[config.mk]
export PLATFORM = sky130hd
export DESIGN_NAME = instr_encoder
export DESIGN_NICKNAME = d
export VERILOG_FILES = /design/src/rtl/instr_encoder.sv
export SDC_FILE = /design/constraint.sdc
export NUM_CORES = 1
export LEC_CHECK = 0
export ABC_AREA = 1
export CAP_MARGIN = 20
export CORE_ASPECT_RATIO = 0.5
export CORE_MARGIN = 10
export CORE_UTILIZATION = 52
export DETAILED_ROUTE_END_ITERATION = 8
export PLACE_DENSITY = 0.84
export SYNTH_ARGS = -nofsm -noshare
export SYNTH_HDL_FRONTEND = slang
export SYNTH_SLANG_ARGS = --single-unit
[constraint.sdc]
create_clock -name clk -period 3.45 [get_ports clk]
set_clock_uncertainty 0.1 [all_clocks]
set_input_delay 0.5175 -clock clk [delete_from_list [all_inputs] [get_ports clk]]
set_output_delay 0.5175 -clock clk [all_outputs]
set_load 0.05 [all_outputs]
[src/rtl/instr_encoder.sv]
// Instruction encoder: turns op/field requests into 32-bit MIPS-style words,
// queues them in a small FIFO and streams them to instruction memory.
module instr_encoder #(
  parameter int DEPTH  = 4,
  parameter int ADDR_W = 8
) (
  input  logic              clk,
  input  logic              rst_n,
  input  logic              in_valid,
  output logic              in_ready,
  input  logic [3:0]        op_sel,
  input  logic [4:0]        rs,
  input  logic [4:0]        rt,
  input  logic [4:0]        rd,
  input  logic [15:0]       imm,
  input  logic [25:0]       target,
  input  logic              prog_start,
  input  logic [ADDR_W-1:0] base_addr,
  input  logic              finish,
  output logic              mem_we,
  output logic [ADDR_W-1:0] mem_addr,
  output logic [31:0]       mem_wdata,
  input  logic              mem_ready,
  output logic              done,
  output logic              err,
  output logic              busy,
  output logic [ADDR_W:0]   word_count
);
  localparam int PTR_W = (DEPTH > 1) ? $clog2(DEPTH) : 1;
  localparam int CNT_W = $clog2(DEPTH + 1);

  typedef enum logic [1:0] {IDLE, RUN, DRAIN, DONE} state_t;

  function automatic logic op_legal(input logic [3:0] sel);
    return sel <= 4'd13;
  endfunction

  function automatic logic [31:0] encode(input logic [3:0]  sel,
                                         input logic [4:0]  s,
                                         input logic [4:0]  t,
                                         input logic [4:0]  d,
                                         input logic [15:0] i,
                                         input logic [25:0] tg);
    logic [31:0] w;
    w = '0;
    case (sel)
      4'd0:    w = {6'b000000, s, t, d, 5'b00000, 6'b100000};
      4'd1:    w = {6'b000000, s, t, d, 5'b00000, 6'b100010};
      4'd2:    w = {6'b000000, s, t, d, 5'b00000, 6'b100100};
      4'd3:    w = {6'b000000, s, t, d, 5'b00000, 6'b100101};
      4'd4:    w = {6'b000000, s, t, d, 5'b00000, 6'b101010};
      4'd5:    w = {6'b000001, s, t, i};
      4'd6:    w = {6'b000010, s, t, i};
      4'd7:    w = {6'b000011, s, t, i};
      4'd8:    w = {6'b000100, s, t, i};
      4'd9:    w = {6'b000101, s, t, i};
      4'd10:   w = {6'b000110, s, t, i};
      4'd11:   w = {6'b000111, s, t, i};
      4'd12:   w = {6'b001000, s, t, i};
      4'd13:   w = {6'b001001, tg};
      default: w = '0;
    endcase
    return w;
  endfunction

  function automatic logic [ADDR_W:0] sat_inc(input logic [ADDR_W:0] v);
    return (&v) ? v : v + (ADDR_W+1)'(1);
  endfunction

  function automatic logic [PTR_W-1:0] ptr_inc(input logic [PTR_W-1:0] p);
    return (p == PTR_W'(DEPTH - 1)) ? '0 : p + PTR_W'(1);
  endfunction

  state_t            state, state_nx;
  logic [31:0]       fifo_p1 [DEPTH];
  logic [PTR_W-1:0]  wr_ptr, rd_ptr;
  logic [CNT_W-1:0]  count;
  logic [ADDR_W-1:0] addr_q;
  logic [31:0]       word_p0;
  logic              vld_p0;
  logic              full, empty, accept, pop, start;

  assign full     = (count == CNT_W'(DEPTH));
  assign empty    = (count == '0);
  assign in_ready = (state == RUN) && !full;
  assign accept   = in_valid && in_ready;
  assign pop      = !empty && mem_ready;
  assign start    = (state == IDLE) && prog_start;

  // stage p0: encode the request in the accept cycle
  assign word_p0 = encode(op_sel, rs, rt, rd, imm, target);
  assign vld_p0  = accept && op_legal(op_sel);

  always_ff @(posedge clk or negedge rst_n) begin
    if (!rst_n) state <= IDLE;
    else        state <= state_nx;
  end

  always_comb begin
    state_nx = state;
    done     = 1'b0;
    busy     = 1'b0;
    case (state)
      IDLE:  if (prog_start) state_nx = RUN;
      RUN: begin
        busy = 1'b1;
        if (finish) state_nx = DRAIN;
      end
      DRAIN: begin
        busy = 1'b1;
        if (empty) state_nx = DONE;
      end
      DONE: begin
        done     = 1'b1;
        state_nx = IDLE;
      end
      default: state_nx = IDLE;
    endcase
  end

  // stage p1: FIFO; only the pointers and occupancy are reset
  always_ff @(posedge clk or negedge rst_n) begin
    if (!rst_n) begin
      wr_ptr <= '0;
      rd_ptr <= '0;
      count  <= '0;
    end else begin
      if (vld_p0) wr_ptr <= ptr_inc(wr_ptr);
      if (pop)    rd_ptr <= ptr_inc(rd_ptr);
      case ({vld_p0, pop})
        2'b10:   count <= count + CNT_W'(1);
        2'b01:   count <= count - CNT_W'(1);
        default: count <= count;
      endcase
    end
  end

  always_ff @(posedge clk) begin
    if (vld_p0) fifo_p1[wr_ptr] <= word_p0;
  end

  always_ff @(posedge clk or negedge rst_n) begin
    if (!rst_n) begin
      addr_q     <= '0;
      word_count <= '0;
      err        <= 1'b0;
    end else if (start) begin
      addr_q     <= base_addr;
      word_count <= '0;
      err        <= 1'b0;
    end else begin
      if (pop) begin
        addr_q     <= addr_q + ADDR_W'(1);
        word_count <= sat_inc(word_count);
      end
      if (accept && !op_legal(op_sel)) err <= 1'b1;
    end
  end

  // stage p2: memory write port, head word gated so an empty FIFO drives zero
  assign mem_we    = !empty;
  assign mem_addr  = addr_q;
  assign mem_wdata = empty ? '0 : fifo_p1[rd_ptr];

endmodule

==> summary.md <==
| Metric | Value |
|---|---|
| Number of global-route vias before repair | 5681 |
| Area after detailed placement | 8558 sq um |
| CTS clock-pin slew for the worst setup and hold paths | 0.06 ns |
| Final non-filler cell total | 1012 |
| DR vias | 5495 |
| Fill cell instance count of the final layout | 839 |
| Post-synthesis sequential area ratio | 62.66% |
| Int Power | 4.962 mW |
| Remaining global-route overflow | 0 |
| Drt total wl | 17840 microns |
| Max Fclk | 348.4 MHz |
| DRC viols | 0 |
| Root Driver | clkbuf_16 |
| Num CTS Buffers | 17 |
| Area used by sequential logic in the layout | 4280 sq um |
| Fraction of power spent switching nets | 44.45% |
| Yosys warning total | 0 |
| Hold Vio Cnt, Final | 0 |
| Core Rows | 29 |
| XOR/XNOR Fraction of Synth Area | 0.2565% |
| Setup Viol. Count Final | 0 |
| Required arrival time at the worst endpoint | 2.83 ns |
| Top cell type by total area after synthesis | edfxtp_1 |
| Area enclosed by the die boundary | 18390 sq um |
| Tightest Hold Check Type | primary input to async pin |
| Antenna violations before repair | 2 |
| Adder-cell share of the synthesized area | 2.858% |
| Layout overhead on the synthesized area | 33.42% |
| Combinational share of power | 54.3% |
| TritonCTS Sinks | 147 |
| Final max-slew violation count | 0 |
| Total global-route track usage | 19.34% |
| Maximum fanout encountered on the critical timing path | 52 |
| Post-synthesis share of cell area spent on and, or, nand and nor gates | 20.25% |
| Minimum clock period after layout | 2.871 ns |
| Final worst-path cycle share | 83.21% |
| Final worst slack | 0.5794 ns |
| #FFs+latches synth | 147 |
| Worst setup slack after placement | 0.3923 ns |
| Largest family of logic cells by synthesized area | simple AND/OR/NAND/NOR gates |
| Starting density of the core | 53.47% |
| Category of the most critical setup path | register to output port |
| Number of input and output port buffers inserted | 126 |
| Routed wire length per instance | 17.63 microns |
| Status | complete, no violations |
| CTS tree | done |
| First-pass GRT wire length | 28320 microns |
| Iteration count of the initial detailed-routing pass | 5 |
| Level count of the clock H-tree | 4 |
| Largest net degree at the start of global routing | 63 |
| Worst setup EP type | output port |
| Final Power | 8.931 mW |
| Highest-count cells in the layout ignoring fill and taps | nor2_1, nand2_1, edfxtp_1 |
| Buffer count from post-CTS setup fixing | 0 |
| Maximum vdd drop | 774.2 uV |
| Share of synthesized area spent on multiplexers | 0% |
| Cell area after technology mapping | 6829 sq um |
| Floorplan die height | 101.0 microns |
| Detail-routed via count per cell | 5.430 |
| Slew @ Worst Pin | 1.005 ns |
| Share of power burned in the clock network | 19.3% |
| Worst-case reg-to-reg path depth | 6 |
| Complex-gate fraction of the synthesized area | 9.344% |
| Worst Path Arrival | 2.25 ns |
| Placed Cells incl. Taps | 978 |
| Final sum of negative setup slack | 0 ns |
| Final core utilization | 71.34% |
| Standard cell core area | 12770 sq um |
| Net Switching | 3.970 mW |
| Antenna viol nets, final | 0 |
| Capture point of the worst reg-to-reg path | fifo_p1[1][10] |
| Maximum root-to-sink buffer count | 2 |
| Final worst hold slack | 0.3758 ns |
| Footprint of the multi-input gates | 2271 sq um |
| Layout Cell Area excl Fill | 9111 sq um |
| R2R setup slack | 0.89 ns |
| Synth cell types | 32 |
| Number of max-cap violations | 0 |
| Clock insertion delay at the later pin of the skew report | 0.41 ns |
| Pwr/cell area | 980.2 nW/um^2 |
| Count of mapped cells out of synthesis | 702 |
| Share of layout cells above drive strength 1 | 11.07% |
| Post-DP HPWL | 11570 microns |
| Final net count | 917 |
| Hold_buf cts | 0 |
| Startpoint kind of the worst setup timing path | register |
| Unrepaired setup endpoints after global routing | no |
| PostCTS Resize Cnt | 0 |
| DRT iter0 DRCs | 385 |
| Reg-to-Reg Start | state[1] |
| Leakage dissipation | 3.575 nW |
| Main area contributors after synthesis | edfxtp_1, dfrtp_1, nor2_1 |
| Final weighted congestion in routability-driven placement | 0.8625 |
| Ports | 129 |
| Rel. slew slack | 32.87% |
| Sequential share of power | 26.5% |
| Most frequent standard cell in the layout excluding fill and tap cells | nor2_1 |
| Average size of a mapped cell | 9.728 sq um |
| Share of the synthesized area in the top cell type | 52.77% |
| Die Width | 182.1 microns |
[power by group through the flow]
stage,Clock (mW),Sequential (mW),Combinational [mW]
floorplan,0,2.57,2.56
global placement,0,2.38,4.75
detailed placement,0,2.39,4.85
CTS,1.73,2.36,4.88
global route,1.80,2.39,5.18
finish,1.72,2.36,4.85
[layout make-up]
class	count	area share, %
Antenna cell	2	0.05493
Inverter	42	1.730
Clock buffer	17	4.669
Multi-Input combinational cell	483	24.92
Sequential cell	147	46.98
Tap cell	170	2.335
Timing Repair Buffer	136	17.96
Clock inverter	15	1.346
[critical path: stages (launching register included)]
cell and delay (ns):
dfrtp_2 0.41, inv_2 0.59, buf_4 0.28, o21ai_0 0.10, a21oi_1 0.26, buf_12 0.18
[registers in the layout, indices dropped and copies added (netlist names)]
name,flops
rd_ptr,2
word_count,9
wr_ptr,2
mem_addr,8
count,3
state,2
fifo_p1,120
err,1
[cells in the mapped netlist]
library cell and count:
nor2_1 145, nand2_1 140, edfxtp_1 120, o21ai_0 76, inv_1 38, a21oi_1 36
nand3_1 35, dfrtp_1 27, ha_1 14, buf_2 12, clkbuf_1 12, nand4_1 6
o21ai_1 5, or2_2 5, buf_4 4, inv_2 4, nand2_2 4, o21bai_1 3
nor2_4 2, o211ai_1 2, a21oi_2 1, buf_1 1, buf_6 1, clkbuf_2 1
conb_1 1, fa_1 1, nand3_2 1, nor2_2 1, nor3_1 1, o22ai_1 1
xnor2_1 1, xor2_1 1
[metal layers]
| layer | routed length [microns] | GRT usage, % |
|---|---|---|
| met1 | 6856 | 20.91 |
| met2 | 8924 | 34.36 |
| met3 | 1693 | 7.240 |
| met4 | 365 | 7.147 |
| met5 | 0 | 0 |
[logic make-up after synthesis]
family          after synthesis
other cells                   1
simple gates                340
xor+xnor                      2
fa+ha+maj                    15
compound gates              124
flops                       147
buf+inv                      73
[how the worst max path moves through the flow]
stage / cells after the start / endpoint / slack [ns] / start
2_1_floorplan: 6 / fifo_p1[0][0] / 0.15 / state[1]
3_3_place_gp: 11 / count[2] / 0.49 / op_sel[1]
3_5_place_dp: 11 / count[2] / 0.39 / op_sel[1]
4_1_cts: 5 / mem_wdata[8] / 0.57 / rd_ptr[0]
5_1_grt: 5 / mem_wdata[9] / 0.44 / rd_ptr[0]
6_report: 5 / mem_wdata[8] / 0.58 / rd_ptr[0]
Power figures use the tool's default switching activity.
